===== src/rtl/pp_row_serializer.sv =====
// Serializes the AND partial-product rows of a W x W multiply, ROWS rows per beat,
// over valid/ready handshakes; operands are captured once and replayed from registers.
module pp_row_serializer #(
    parameter int W    = 53,
    parameter int ROWS = 4,
    localparam int BEATS = (W + ROWS - 1) / ROWS,
    localparam int IW    = ($clog2(BEATS * ROWS) < 1) ? 1 : $clog2(BEATS * ROWS)
) (
    input  logic              clk,
    input  logic              rst,
    input  logic              in_valid,
    output logic              in_ready,
    input  logic [W-1:0]      a,
    input  logic [W-1:0]      b,
    output logic              out_valid,
    input  logic              out_ready,
    output logic [ROWS*W-1:0] out_rows,
    output logic [IW-1:0]     out_row_idx,
    output logic              out_last,
    output logic              out_zero
);

    localparam int BP       = BEATS * ROWS;
    localparam int LAST_IDX = (BEATS - 1) * ROWS;

    typedef enum logic {IDLE, RUN} state_t;

    state_t            state;
    logic [W-1:0]      a_q, b_q;
    logic [W-1:0]      sel_a, sel_b;
    logic [BP-1:0]     b_pad;
    logic [IW-1:0]     nxt_idx;
    logic [ROWS*W-1:0] nxt_rows;

    assign in_ready = (state == IDLE);

    // The beat being loaded comes from the live inputs on capture, otherwise from
    // the held operands; zero-padding b makes rows past W come out all-zero.
    always_comb begin
        sel_a   = a_q;
        sel_b   = b_q;
        nxt_idx = out_row_idx + IW'(ROWS);
        if (state == IDLE) begin
            sel_a   = a;
            sel_b   = b;
            nxt_idx = '0;
        end
        b_pad = BP'(sel_b);
    end

    for (genvar j = 0; j < ROWS; j++) begin : g_slot
        logic [IW-1:0] row_idx;
        assign row_idx = nxt_idx + IW'(j);
        assign nxt_rows[j*W +: W] = b_pad[row_idx] ? sel_a : '0;
    end

    always_ff @(posedge clk) begin
        if (rst) begin
            state       <= IDLE;
            a_q         <= '0;
            b_q         <= '0;
            out_valid   <= 1'b0;
            out_rows    <= '0;
            out_row_idx <= '0;
            out_last    <= 1'b0;
            out_zero    <= 1'b0;
        end else begin
            case (state)
                IDLE: begin
                    if (in_valid) begin
                        a_q         <= a;
                        b_q         <= b;
                        out_valid   <= 1'b1;
                        out_rows    <= nxt_rows;
                        out_row_idx <= nxt_idx;
                        out_last    <= (nxt_idx == IW'(LAST_IDX));
                        out_zero    <= ~|nxt_rows;
                        state       <= RUN;
                    end
                end
                RUN: begin
                    if (out_ready) begin
                        if (out_last) begin
                            out_valid <= 1'b0;
                            state     <= IDLE;
                        end else begin
                            out_rows    <= nxt_rows;
                            out_row_idx <= nxt_idx;
                            out_last    <= (nxt_idx == IW'(LAST_IDX));
                            out_zero    <= ~|nxt_rows;
                        end
                    end
                end
                default: state <= IDLE;
            endcase
        end
    end

endmodule

===== config.mk =====
export PLATFORM = sky130hd
export DESIGN_NAME = pp_row_serializer
export DESIGN_NICKNAME = d
export VERILOG_FILES = /design/src/rtl/pp_row_serializer.sv
export SDC_FILE = /design/constraint.sdc
export NUM_CORES = 1
export LEC_CHECK = 0
export CORE_MARGIN = 8
export CORE_UTILIZATION = 40
export CTS_CLUSTER_SIZE = 30
export DETAILED_ROUTE_END_ITERATION = 8
export DONT_BUFFER_PORTS = 1
export HOLD_SLACK_MARGIN = 0.08
export SLEW_MARGIN = 20
export SYNTH_ARGS = -nofsm -noshare
export SYNTH_HDL_FRONTEND = slang
export SYNTH_SLANG_ARGS = --single-unit

===== constraint.sdc =====
create_clock -name clk -period 5.6 [get_ports clk]
set_clock_uncertainty 0.1 [all_clocks]
set_input_delay 1.12 -clock clk [delete_from_list [all_inputs] [get_ports clk]]
set_output_delay 1.12 -clock clk [all_outputs]
set_load 0.01 [all_outputs]

# == Word-level counts from Yosys, hierarchy flattened ==
# Index checks and enable logic that the tools add are counted.
# word_totals
elab_cells,67
reg_bits,328
out_inout_bits,222
# classes
bitwise_logic,1
add_sub_neg,4
reduce_logical,6
eq_ne,5
order_cmp,4
n_mux,39
# op_table
operator,count
two-way mux 212 bit,3
one-hot mux 212 bit (2 select lines),1
two-way mux 53 bit,6
OR reduction 212 bit,1
"< comparator 6 x 7 -> 1 bit, second input constant",4
binary-select mux 1 bit (select 6 bit),4
two-way mux 6 bit,4
two-way mux 1 bit,16
"adder 6 x 2 -> 6 bit, second input constant",2
one-hot mux 6 bit (2 select lines),1
"!= test 2 bit, second input constant",4
one-hot mux 1 bit (2 select lines),4
"adder 6 x 1 -> 6 bit, second input constant",1
"adder 6 x 3 -> 6 bit, second input constant",1
"== test 6 bit, second input constant",1
AND reduction 3 bit,2
AND reduction 2 bit,2
logical NOT 1 bit,1
inverter 1 bit,1

# == Longest topological paths before layout ==
# logic_depth
depth_word,11
mapped_depth,18
mapped_depth_nobuf,10

# == Worst setup path after synthesis ==
# OpenSTA, ideal clock, no wires.
# synth_timing
path_kind,flip-flop to flip-flop
start,register state
end,register out_rows[171]
arrival_ps,3748
synth_period_minus_slack_ps,3980
setup_time_ps,132
required_ps,5368
path_stages_with_launch,19
slack_ps,1620
cell_sequence,dfxtp_1 buf_4 buf_2 buf_2 buf_2 buf_2 buf_2 buf_2 nand2_1 ha_1 buf_1 a31oi_4 mux2i_1 a211oi_1 a211oi_1 o32ai_4 buf_2 o31ai_1 a21oi_1
# synth_via
elab_chain_cells,8
word_cells_on_any_way,16
cone_classes,add/sub: 1; eq/ne: 3; mux: 10; bitwise: 1; reduce/logical: 1
# synth_rtl
item,line,text
from (decl),28,state_t state;
from (signal assigned),59,state <= IDLE;
from (signal assigned),78,state <= RUN;
from (signal assigned),85,state <= IDLE;
two-way mux 6 bit,43,if (state == IDLE) begin
adder 6 x 2 -> 6 bit,53,assign row_idx = nxt_idx + IW'(j);
binary-select mux 1 bit (select 6 bit),54,assign nxt_rows[j*W +: W] = b_pad[row_idx] ? sel_a : '0;
two-way mux 1 bit (not written as such),54,
two-way mux 53 bit,54,
two-way mux 212 bit,83,if (out_last) begin
two-way mux 212 bit,82,if (out_ready) begin
one-hot mux 212 bit (2 select lines),68,case (state)
to (signal assigned),74,out_rows <= nxt_rows;
to (signal assigned),87,out_rows <= nxt_rows;
to (decl),17,"output logic [ROWS*W-1:0] out_rows,"
# Parallel ways exist; a longest one is shown, timed or not. The select of a mux whose other input is x is not followed.
# A chain may end at the register's enable or synchronous reset.

# == Worst setup path after layout ==
# layout_timing
start,register state
end,register out_rows[92]
# layout_via
elab_chain_cells,8
word_cells_on_any_way,16
cone_classes,add/sub: 1; eq/ne: 3; mux: 10; bitwise: 1; reduce/logical: 1
# layout_rtl
item,line
two-way mux 6 bit,43
adder 6 x 1 -> 6 bit,53
binary-select mux 1 bit (select 6 bit),54
two-way mux 1 bit (not written as such),54
two-way mux 53 bit,54
two-way mux 212 bit,83
two-way mux 212 bit,82
one-hot mux 212 bit (2 select lines),68
# Parallel ways exist; a longest one is shown, timed or not. The select of a mux whose other input is x is not followed.

==> reports/qor.csv <==
metric,value,unit
Mapped Area,15660,µm²
Syn Area/Cell,8.349,µm²
Crit path buffers/inverters,2,
final wirelength,54350,µm
global-route usage over all layers,22.81,%
maximum VDD drop,0.2087,mV
Post-Synth XOR/XNOR Area,0.6630,%
Setup TNS,0,ps
most common cell in the netlist,nand2_1,
share of cells above drive strength 1,9.187,%
setup violators final,0,
crit path max-delay cell type,a21boi_4,
Final Max Slew Viols,0,
Post-synth ARST share,0,%
chip width,213.9,µm
maxcap violations,0,
instance count of the mapped netlist,1876,
post-CTS sizing,0,
largest family of logic cells by synthesized area,compound AO/OA/AOI/OAI gates,
crit share post-route,78.12,%
residual overflow from global routing,0,
GP Congestion,0.9119,
First-pass DRT Iterations,7,
postcts setup bufs,0,
Initial Utilization,40.53,%
most numerous cell on the critical path,buf_4,
Worst setup EP type,flop,
hold buffer count at cts,0,
Vias/cell,5.937,
depth of the CTS H-tree,2,
WL/cell,23.49,µm
CP Cell Sequence,buf_4 -> nand2b_1 -> mux2i_1 -> nand2_1 -> a21boi_4 -> buf_4 -> o211ai_1 -> a21oi_1,
Setup CP Type,reg -> reg,
number of cell rows,72,
TritonCTS clock tree,built,
Detailed Place HPWL,36860,µm
net count reported at finish,1880,
Synth area leaders,"dfxtp_1 42%, nand2_1 9.4%, a21oi_1 9.3%",
Final Hold Viols,0,
Area Growth Syn to Fin,8.252,%
via count,13740,
Post-synth EDFFs,0,
Final ANT Viol Nets,0,
Max Fanout on Critical Path,50,
Die H,213.9,µm
family with the most delay on the worst path,buffers and inverters,
core area,38650,µm²
most used flip-flop cell after synthesis,dfxtp_1,
Clock Pin Slew Worst Setup and Hold Paths,60,ps
DRC Markers,0,
share of the synthesized area in the top cell type,41.92,%
Synth warnings,0,
CP Data Arrival Time,4740,ps
Seq cells post-synth,328,
drt first-iter violations,1245,
Min-Delay Path Class,reg -> reg,
Synth area leader,dfxtp_1,
status,"complete, no violations",
R2R Setup Slk,1230,ps
post-synthesis net count,1989,
Max clock buf depth,3,
Slew HR,31.98,%
Die Area,45740,µm²
mux share of post-synthesis cell area,11.04,%
antenna violations before repair,0,
Antenna Cells,0,
Worst setup SP type,flop,
RSZ-0062 raised after global routing,false,
first-pass GRT wire length,81300,µm
Post-synth top cells,"393 x nand2_1, 328 x dfxtp_1, 292 x a21oi_1",
Place WS,1364,ps
Leak,5.782,nW
Cell Pwr Density,334.4,nW/µm²
post-synthesis adder-cell area fraction,0.2397,%
largest net degree at the start of global routing,330,
PortBufs,0,
root buf cell,clkbuf_16,
setup ws final,1225,ps
CTS Sinks,328,
Worst-Skew Late Latency,560,ps
worst slew pin tran,992.0,ps
WP data required,5970,ps
slowest cell delay on critical path,800,ps
Highest Clock Rate,228.6,MHz
I/O pin cnt,332,
vias in the first global route,12860,
"Seq/Total Area, Yosys",41.92,%
"Distinct cells, synth",78,
Synth Area in Compound Gates,22.84,%
final worst path period need,4375,ps
simple logic cell fraction of the synthesized area,17.19,%
number of buffers created by CTS,37,
## sequential cells by signal, summed over array words and instances, names as in the netlist
name / flops
out_rows: 212
out_row_idx: 6
out_valid: 1
state: 1
out_last: 1
b_q: 53
out_zero: 1
a_q: 53
## power breakdown
| part | leakage [nW] | switching, mW | internal (mW) |
|---|---|---|---|
| Combinational | 2.49 | 0.399 | 0.209 |
| Clock | 0.619 | 1.02 | 1.46 |
| Sequential | 2.67 | 0.138 | 2.45 |
| Total | 5.78 | 1.55 | 4.12 |
## cell type report
class | instances | area [µm²]
fill | 3845 | 21690
multi-input combinational | 1367 | 8188
sequential | 328 | 6575
clock buffer | 53 | 1087
tap | 518 | 648.1
timing repair buffer | 29 | 280.3
clock inverter | 15 | 161.4
inverter | 4 | 15.01
## logic make-up (layout without fill, tap and decap cells)
kind of cell,count (synthesis),in the layout
xor gates and xnor gates,11,11
DFF,328,328
AOI/OAI and AO/OA,583,583
muxes,135,135
buffers and inverters,181,101
adders and majority gates,3,3
and+or+nand+nor,635,635
## cells in the final DEF, fill, tap and decap left out, types with 8 or more instances in the layout
cell type,synthesis,layout
mux2i_1,88,88
nor3_1,12,12
dfxtp_1,328,325
nand2_1,393,392
buf_4,8,24
mux4_2,26,26
a21oi_1,292,292
clkinv_2,0,8
o21ai_0,44,44
a22oi_1,55,55
mux2_2,19,19
o21ai_1,23,23
clkbuf_8,0,8
nor4_1,24,24
o211ai_1,56,56
nor2_1,136,135
o31ai_1,56,56
nand3_1,13,13
clkbuf_16,0,38
a211oi_1,15,15
## per-stage QoR
step	hold WS, ps	power [mW]	instance area, µm²	std cells	util, %
6_report	369.6	5.670	16960	2314	43.87
5_1_grt	383.3	5.907	16960	2314	43.87
2_1_floorplan	343.4	3.085	15660	1876	-
4_1_cts	367.3	5.738	16960	2314	43.87
3_5_place_dp	356.9	3.249	15710	2246	40.64
3_3_place_gp	351.3	3.237	15690	2245	40.59
## per-layer routing
layer,share of wire [%],vias to the layer above,wire length (µm),GRT usage [%]
li1,-,6445,-,-
met1,40,6635,21890,28.43
met2,46,576,25110,36.63
met3,11,83,6023,8.331
met4,2.4,0,1331,6.712
met5,0,-,0,0
## worst paths after layout
path,from,endpoint,cells past startpoint
hold reg to reg,a_q[34],a_q[34],2
hold / removal,a_q[34],a_q[34],2
setup reg to reg,state,out_rows[92],8
setup / recovery,state,out_rows[92],8
## worst register-to-register path: cells and delay by family (launching register included)
| family | cells | cell delay, ps |
|---|---|---|
| AND/OR/NAND/NOR | 2 | 410 |
| buffers and inverters | 2 | 1200 |
| AO/OA/AOI/OAI | 3 | 1130 |
| flip-flops | 1 | 670 |
| multiplexers | 1 | 780 |
(Power assumes the default switching activity.)
